==> src/rtl/riscv_core_pkg.sv <==
// riscv_core_pkg: shared types for the multi-cycle execute sequencer.
package riscv_core_pkg;
  localparam int MC_NUM_UNITS = 5;
  typedef enum logic [2:0] {MC_MUL = 3'd0, MC_DIV, MC_FPU, MC_VPU, MC_MLIU} mc_unit_e;
  typedef enum logic [1:0] {MC_IDLE, MC_REQ, MC_WAIT, MC_WB} mc_state_e;
endpackage

==> src/rtl/multicycle_issue_ctrl.sv <==
// multicycle_issue_ctrl: issues one EX op to a multi-cycle unit, stalls the pipe,
// and returns the result to writeback with flush and timeout abort.
module multicycle_issue_ctrl
  import riscv_core_pkg::*;
#(
  parameter int NUM_UNITS   = MC_NUM_UNITS,
  parameter int TIMEOUT_CYC = 64
) (
  input  logic                    clk_i,
  input  logic                    rst_ni,
  input  logic                    issue_valid_i,
  input  logic [2:0]              issue_unit_i,
  input  logic [4:0]              issue_rd_i,
  input  logic                    flush_i,
  output logic [NUM_UNITS-1:0]    unit_req_o,
  input  logic [NUM_UNITS-1:0]    unit_gnt_i,
  input  logic [NUM_UNITS-1:0]    unit_done_i,
  input  logic [NUM_UNITS*32-1:0] unit_result_i,
  output logic [NUM_UNITS-1:0]    unit_abort_o,
  output logic                    stall_o,
  output logic                    wb_valid_o,
  output logic [4:0]              wb_rd_o,
  output logic [31:0]             wb_data_o,
  input  logic                    wb_ready_i,
  output logic                    busy_o,
  output logic                    timeout_o
);
  localparam int CW = $clog2(TIMEOUT_CYC);
  mc_state_e state_q, state_d;
  logic [2:0] sel_q, sel_d;
  logic [4:0] rd_q, rd_d;
  logic [31:0] data_q, data_d;
  logic [CW-1:0] cnt_q, cnt_d;
  logic accept, sel_gnt, sel_done, timeout_hit, capture;
  logic [NUM_UNITS-1:0] onehot;
  logic [31:0] sel_result;
  assign accept      = issue_valid_i & ~flush_i & (32'(issue_unit_i) < NUM_UNITS);
  assign sel_gnt     = unit_gnt_i[sel_q];
  assign sel_done    = unit_done_i[sel_q];
  assign sel_result  = unit_result_i[32*sel_q +: 32];
  assign timeout_hit = cnt_q == CW'(TIMEOUT_CYC - 1);
  assign capture     = ~flush_i & sel_done & ((state_q == MC_REQ & sel_gnt) | state_q == MC_WAIT);
  always_ff @(posedge clk_i or negedge rst_ni) begin
    if (!rst_ni) state_q <= MC_IDLE;
    else state_q <= state_d;
  end
  // Flush outranks every other event; done outranks timeout.
  always_comb begin
    state_d = state_q;
    case (state_q)
      MC_IDLE: state_d = accept ? MC_REQ : MC_IDLE;
      MC_REQ:  state_d = flush_i ? MC_IDLE : !sel_gnt ? MC_REQ : sel_done ? MC_WB : MC_WAIT;
      MC_WAIT: state_d = flush_i ? MC_IDLE : sel_done ? MC_WB : timeout_hit ? MC_IDLE : MC_WAIT;
      MC_WB:   state_d = (flush_i | wb_ready_i) ? MC_IDLE : MC_WB;
      default: state_d = MC_IDLE;
    endcase
  end
  always_comb begin
    onehot         = '0;
    onehot[sel_q]  = 1'b1;
    unit_req_o     = (state_q == MC_REQ & ~flush_i) ? onehot : '0;
    timeout_o      = state_q == MC_WAIT & ~flush_i & ~sel_done & timeout_hit;
    unit_abort_o   = (((state_q == MC_REQ | state_q == MC_WAIT) & flush_i) | timeout_o) ? onehot : '0;
    stall_o        = (state_q == MC_IDLE & accept) | state_q == MC_REQ | state_q == MC_WAIT |
                     (state_q == MC_WB & ~wb_ready_i);
    wb_valid_o     = state_q == MC_WB;
    busy_o         = state_q != MC_IDLE;
    wb_rd_o        = rd_q;
    wb_data_o      = data_q;
  end
  always_comb begin
    sel_d  = (state_q == MC_IDLE & accept) ? issue_unit_i : sel_q;
    rd_d   = (state_q == MC_IDLE & accept) ? issue_rd_i : rd_q;
    data_d = capture ? sel_result : data_q;
    cnt_d  = state_q == MC_REQ ? '0 : (state_q == MC_WAIT & ~timeout_hit) ? cnt_q + 1'b1 : cnt_q;
  end
  always_ff @(posedge clk_i or negedge rst_ni) begin
    if (!rst_ni) begin
      sel_q  <= '0;
      rd_q   <= '0;
      data_q <= '0;
      cnt_q  <= '0;
    end else begin
      sel_q  <= sel_d;
      rd_q   <= rd_d;
      data_q <= data_d;
      cnt_q  <= cnt_d;
    end
  end
endmodule

==> config.mk <==
export PLATFORM = sky130hd
export DESIGN_NAME = multicycle_issue_ctrl
export DESIGN_NICKNAME = d
export VERILOG_FILES = /design/src/rtl/riscv_core_pkg.sv /design/src/rtl/multicycle_issue_ctrl.sv
export SDC_FILE = /design/constraint.sdc
export NUM_CORES = 1
export LEC_CHECK = 0
export BUFFER_PORTS_ARGS = -buffer_cell sky130_fd_sc_hd__buf_2
export CORE_UTILIZATION = 30
export CTS_CLUSTER_DIAMETER = 50
export DETAILED_ROUTE_END_ITERATION = 10
export HOLD_SLACK_MARGIN = 0.12
export SLEW_MARGIN = 20
export SYNTH_ARGS = -nofsm -noshare
export SYNTH_HDL_FRONTEND = slang
export SYNTH_SLANG_ARGS = --single-unit
==> constraint.sdc <==
create_clock -name clk_i -period 3.37 [get_ports clk_i]
set_input_delay 0.337 -clock clk_i [delete_from_list [all_inputs] [get_ports clk_i]]
set_output_delay 0.337 -clock clk_i [all_outputs]
set_load 0.02 [all_outputs]
==> flow_summary.toml, run 1 <==
[status]
status = "completed"

[worst_setup_path]
startpoint = "sel_q[1]$_DFFE_PN0P_"
r2r-start = "sel_q[1]$_DFFE_PN0P_"
crit_path_end_kind = "primary output"
path_class = "reg -> out"
cp.required_ns = 3.03
critPathCapture = "unit_abort_o[1]"
worstPathMaxFanout = 24
r2r_cells = 6
start_kind = "flip-flop"
arrival_ns = 2.54
r2r_end = "wb_data_o[5]$_DFFE_PN0P_"
r2r_slack_ns = 0.78

[floorplanning]
die-area_mm2 = 0.0130
pin_count = 234
die_x_um = 114
initial_core_util = 0.310
core_mm2 = 0.0121
die_y_um = 114
num_rows = 40

[detailed_routing]
drtPass1Iterations = 4
drc = 0
routed_via_density = 4.78
vias = 3664
wl_per_cell_um = 14.8
finalWirelength_um = 11300
drt_iter0_drc = 109
antenna_left = 0

[synth]
synth_top_cell_area_share = 0.320
synthTopCellsByCount = "dfrtp_1 (48), mux2_2 (41), nor2_1 (36)"
syn_area_mm2 = 0.00375
yosys_warnings = 0
synth_top_family_by_area = "multiplexers"
yosys.area_share.simple = 0.129
synth-edff-count = 0
seq_area_frac_synth = 0.320
syn_nets = 569
synthArstFlopShare = 1.00
synth.mux.area_fraction = 0.323
synth_cell_types = 41
ys_ff_latch = 48
synth_most_common_cell = "dfrtp_1"
synth_compound_gate_area_share = 0.144
avgSynthCellArea_um2 = 9.85
synth.largest_area_cell = "dfrtp_1"
ys_top_cells_by_area = "dfrtp_1 (32%), mux2_4 (13%), mux2_2 (12%)"
synthCells = 381
synthAdderAreaFrac = 0.0167
yosys.area_share.xor_xnor = 0.0117
synth_ff_type = "dfrtp_1"

[placement]
dp_hpwl_um = 8660
io_buffer_count = 233
globalplace.congestion = 0.835

[clock_tree]
cts.path.max_buffers = 2
clkSlewWorstSetupHoldPaths_ns = 0.07
numCtsBuffers = 5
insertion_delay_ns = 0.28
root_buffer = "clkbuf_16"
cts_tree = "built"
cts_resized = 0
clock_sinks = 48
cts.htree.levels = 2

[layout]
syn2layout_area_growth_pct = 37.7
nFillCells = 1220
drive_gt1_frac = 0.553
final_nets = 784

[timing]
slew_headroom = 0.538
drv_slew = 0
fmax_mhz = 348
rsz0062_at_grt = "false"
worst_slew_pin_slew_ns = 0.693
finalCritPeriodShare = 0.853
finClkSkew_ns = 0.00397
finalSetupViolations = 0
hold_viol = 0
fin_tns_setup_ns = 0
fin_crit_ns = 2.87

[global_route]
grt_max_degree = 34
antenna_found_initial = 1
grt_pass1_vias = 3535
grt_usage = 0.173
grt_overflow = 0
grt_pass1_wl_um = 17700

[power]
powerDensity_mw_per_mm2 = 398
ir_drop_mv = 0.213
leakage_nw = 2.66
total_power_w = 0.00206

[run]
drv_cap = 0

[min_path]
hp-class = "in -> reg"
==> power breakdown <==
group	switching, W	internal [W]	leakage [nW]
Sequential	0.0000798	0.000631	0.648
Clock	0.000212	0.000293	0.0766
Combinational	0.000440	0.000405	1.93
==> kinds of logic (layout without fill, tap and decap cells) <==
group	Yosys count	after routing
flip-flops	48	48
AND/OR/NAND/NOR	96	96
AO/OA/AOI/OAI	87	87
XOR/XNOR	5	5
multiplexers	100	100
adder cells (fa/ha/maj)	5	5
buffers and inverters	40	256
other	0	1
==> per-stage QoR <==
step / setup slack (ns) / cells / instance area [um^2] / hold WS (ns) / util
2_1_floorplan: 1.20 / 381 / 3750 / 0.0414 / -
3_3_place_gp: 0.835 / 756 / 5010 / 0.415 / 0.413
3_5_place_dp: 0.743 / 756 / 5010 / 0.420 / 0.413
4_1_cts: 0.503 / 765 / 5170 / 0.282 / 0.427
5_1_grt: 0.375 / 766 / 5170 / 0.286 / 0.427
6_report: 0.495 / 766 / 5170 / 0.285 / 0.427
==> flip-flops by register name, summed over array words and instances (netlist names) <==
| name | count |
|---|---|
| cnt_q | 6 |
| sel_q | 3 |
| state_q | 2 |
| wb_data_o | 32 |
| wb_rd_o | 5 |
==> worst max-delay path: stages (launching register included) <==
cell and delay, ns:
dfrtp_2 0.68, mux2_4 0.35, a32oi_2 0.25, o31ai_4 0.15, o31ai_2 0.43, and4b_1 0.24, buf_2 0.16
==> worst min-delay path by stage <==
stage / startpoint / endpoint / slack [ns] / cells after the start
after floorplan: rst_ni / cnt_q[0]$_DFFE_PN0P_ / 0.04 / 0
after global placement: rst_ni / state_q[1]$_DFF_PN0_ / 0.42 / 1
after detailed placement: rst_ni / state_q[1]$_DFF_PN0_ / 0.42 / 1
after CTS: issue_rd_i[0] / wb_rd_o[0]$_DFFE_PN0P_ / 0.28 / 2
after global routing: issue_rd_i[0] / wb_rd_o[0]$_DFFE_PN0P_ / 0.29 / 2
final: issue_rd_i[0] / wb_rd_o[0]$_DFFE_PN0P_ / 0.28 / 2
==> layer usage <==
| metal | global-route usage | routed length (um) | vias up |
|---|---|---|---|
| li1 | - | - | 1821 |
| met2 | 0.316 | 5830 | 140 |
| met1 | 0.210 | 4730 | 1695 |
| met3 | 0.0313 | 628 | 8 |
| met4 | 0.0398 | 134 | 0 |
| met5 | 0 | 0 | - |
==> area by class of cell <==
class                      count  area, um^2  area share
sequential                    48        1200       0.233
inverter                       6        22.5     0.00436
timing repair buffer         242        1240       0.239
multi-input combinational    293        2340       0.453
clock buffer                   6         139      0.0269
clock inverter                 2        10.0     0.00194
tap                          168         210      0.0407
antenna                        1        2.50    0.000484
==> repair_timing <==
| action | CTS | global route |
|---|---|---|
| setup endpoints to repair | 0 | 0 |
| hold buffers | 1 | 0 |
| hold endpoints to repair | 29 | 0 |
| buffers inserted | 0 | 0 |
==> cell usage in the layout (no fill, tap or decap), types with 2 or more instances in the layout <==
cell type,instances
dfrtp_2,3
mux2i_1,27
nand3_1,27
nand2_1,5
nor3b_1,9
clkbuf_16,5
clkinv_2,2
and3_1,4
xor2_1,3
nand2b_1,2
nor2_1,36
and4_1,2
ha_1,5
a21oi_1,32
xnor2_1,2
o22ai_1,8
a22oi_1,9
buf_4,8
buf_2,233
o21ai_0,28
nor3_1,4
inv_1,6
nand4_1,3
mux2_4,32
dfrtp_1,45
mux2_2,41
Note: power is estimated with default switching activity, not from simulation.
==> inputs of run 2 (changes only) <==
--- a/config.mk
+++ b/config.mk
@@ -6,10 +6,12 @@
 export NUM_CORES = 1
 export LEC_CHECK = 0
 export BUFFER_PORTS_ARGS = -buffer_cell sky130_fd_sc_hd__buf_2
-export CORE_UTILIZATION = 30
+export CORE_UTILIZATION = 47
 export CTS_CLUSTER_DIAMETER = 50
 export DETAILED_ROUTE_END_ITERATION = 10
 export HOLD_SLACK_MARGIN = 0.12
+export PLACE_DENSITY = 0.87
+export SETUP_SLACK_MARGIN = 0.5
 export SLEW_MARGIN = 20
 export SYNTH_ARGS = -nofsm -noshare
 export SYNTH_HDL_FRONTEND = slang
==> flow_summary.toml, run 2 (synthesis results as in run 1) <==
[timing]
fin_crit_ns = 2.70
worst_slew_pin_slew_ns = 0.617
hold_viol = 0
fmax_mhz = 371
finalCritPeriodShare = 0.800
rsz0062_at_grt = "false"
slew_headroom = 0.589
finalSetupViolations = 0
fin_tns_setup_ns = 0
setup_slack_ns = 0.673
finClkSkew_ns = 0.0153
drv_slew = 0

[layout]
final_common_cell = "buf_2"
antenna_cells = 0
syn2layout_area_growth_pct = 34.7
final_cell_mix = "buf_2 (232), dfrtp_1 (45), mux2_2 (41), nor2_1 (36)"
final_nets = 784
largest_reg_flops = 32
drive_gt1_frac = 0.553

[worst_setup_path]
start_kind = "flip-flop"
r2r_slack_ns = 0.96
crit_buf_inv = 3
cp_top_family = "buffers and inverters"
r2r_cells = 5
path_common_cell = "buf_4"
r2r-start = "sel_q[0]$_DFFE_PN0P_"
worstPathMaxFanout = 36
timing.critical_path.cells = "buf_4 > nor2b_2 > buf_4 > and3_1 > buf_2"
cp.required_ns = 3.03
path_class = "reg -> out"
cpMaxStageDelayCell = "dfrtp_2"
crit_path_max_incr_delay_ns = 0.46
crit_path_end_kind = "primary output"
arrival_ns = 2.36
r2r_end = "wb_data_o[19]$_DFFE_PN0P_"

[detailed_routing]
vias = 3818
drc = 0
drt_iter0_drc = 133
drtPass1Iterations = 5
routed_via_density = 5.46
wl_per_cell_um = 15.5
antenna_left = 0
finalWirelength_um = 10900

[min_path]
holdPathStages = 2
hold_start = "issue_rd_i[3]"
hp-class = "in -> reg"
worstHoldEndpoint = "wb_rd_o[3]$_DFFE_PN0P_"

[placement]
post-place-ws_ns = 0.800
io_buffer_count = 233
dp_hpwl_um = 8210
globalplace.congestion = 0.925

[floorplanning]
die_x_um = 91.4
num_rows = 32
die_y_um = 91.4
initial_core_util = 0.486
core_mm2 = 0.00773
die-area_mm2 = 0.00834
pin_count = 234

[global_route]
antenna_found_initial = 0
grt_max_degree = 49
grt_pass1_vias = 3631
grt_overflow = 0
grt_pass1_wl_um = 16800
grt_usage = 0.251

[clock_tree]
cts.path.max_buffers = 2
insertion_delay_ns = 0.30
cts_tree = "built"
cts.htree.levels = 2
clock_sinks = 48
numCtsBuffers = 5
clkSlewWorstSetupHoldPaths_ns = 0.10
root_buffer = "clkbuf_8"

[power]
ir_drop_mv = 0.185
powerDensity_mw_per_mm2 = 392
leakage_nw = 2.64

[run]
drv_cap = 0

[status]
status = "completed"
## run 2: cell type report
cell class              instances  area [um^2]
fillers                       621         2670
clock buffers                   5         68.8
inverters                       6         22.5
repair buffers                242         1240
clock inverters                 3         42.5
multi-input cells             293         2340
well taps                     102          128
flip-flops and latches         48         1210
## run 2: power by group
group          leakage, nW  internal (W)  switching [W]  total, W
clock network       0.0541      0.000220       0.000198  0.000418
logic                 1.94      0.000408       0.000468  0.000877
registers            0.648      0.000632      0.0000544  0.000686
total                 2.64       0.00126       0.000721   0.00198
## run 2: worst max-delay path by stage
stage / start / endpoint / slack (ns) / cells past startpoint
floorplan: sel_q[2]$_DFFE_PN0P_ / unit_req_o[2] / 1.20 / 6
global placement: sel_q[0]$_DFFE_PN0P_ / unit_abort_o[1] / 0.86 / 6
detailed placement: sel_q[0]$_DFFE_PN0P_ / unit_abort_o[1] / 0.80 / 6
CTS: sel_q[0]$_DFFE_PN0P_ / unit_abort_o[3] / 0.65 / 6
global route: sel_q[1]$_DFFE_PN0P_ / unit_abort_o[3] / 0.54 / 5
finish: sel_q[1]$_DFFE_PN0P_ / unit_abort_o[3] / 0.67 / 5
## run 2: per-stage QoR
| stage | total power, W | hold WS (ns) | std cells | cell area [um^2] | utilization |
|---|---|---|---|---|---|
| 4_1_cts | 0.00198 | 0.252 | 697 | 5030 | 0.651 |
| 3_3_place_gp | 0.00153 | 0.482 | 689 | 4920 | 0.636 |
| 5_1_grt | 0.00210 | 0.251 | 699 | 5050 | 0.654 |
| 6_report | 0.00198 | 0.258 | 699 | 5050 | 0.654 |
| 2_1_floorplan | 0.00129 | 0.0414 | 381 | 3750 | - |
| 3_5_place_dp | 0.00156 | 0.492 | 689 | 4920 | 0.636 |
## run 2: layer usage
| metal | GRT usage | up-vias | part of all wire |
|---|---|---|---|
| met5 | 0 | - | 0 |
| met4 | 0.0847 | 0 | 0.021 |
| met3 | 0.0419 | 26 | 0.067 |
| met2 | 0.455 | 211 | 0.51 |
| met1 | 0.300 | 1759 | 0.40 |
| li1 | - | 1822 | - |
## run 2: what timing repair did
item	CTS	global route
resized for setup	1	0
hold endpoints to repair	0	48
setup buffers	0	1
hold buffers	0	1
endpoints found under the setup margin	5	1
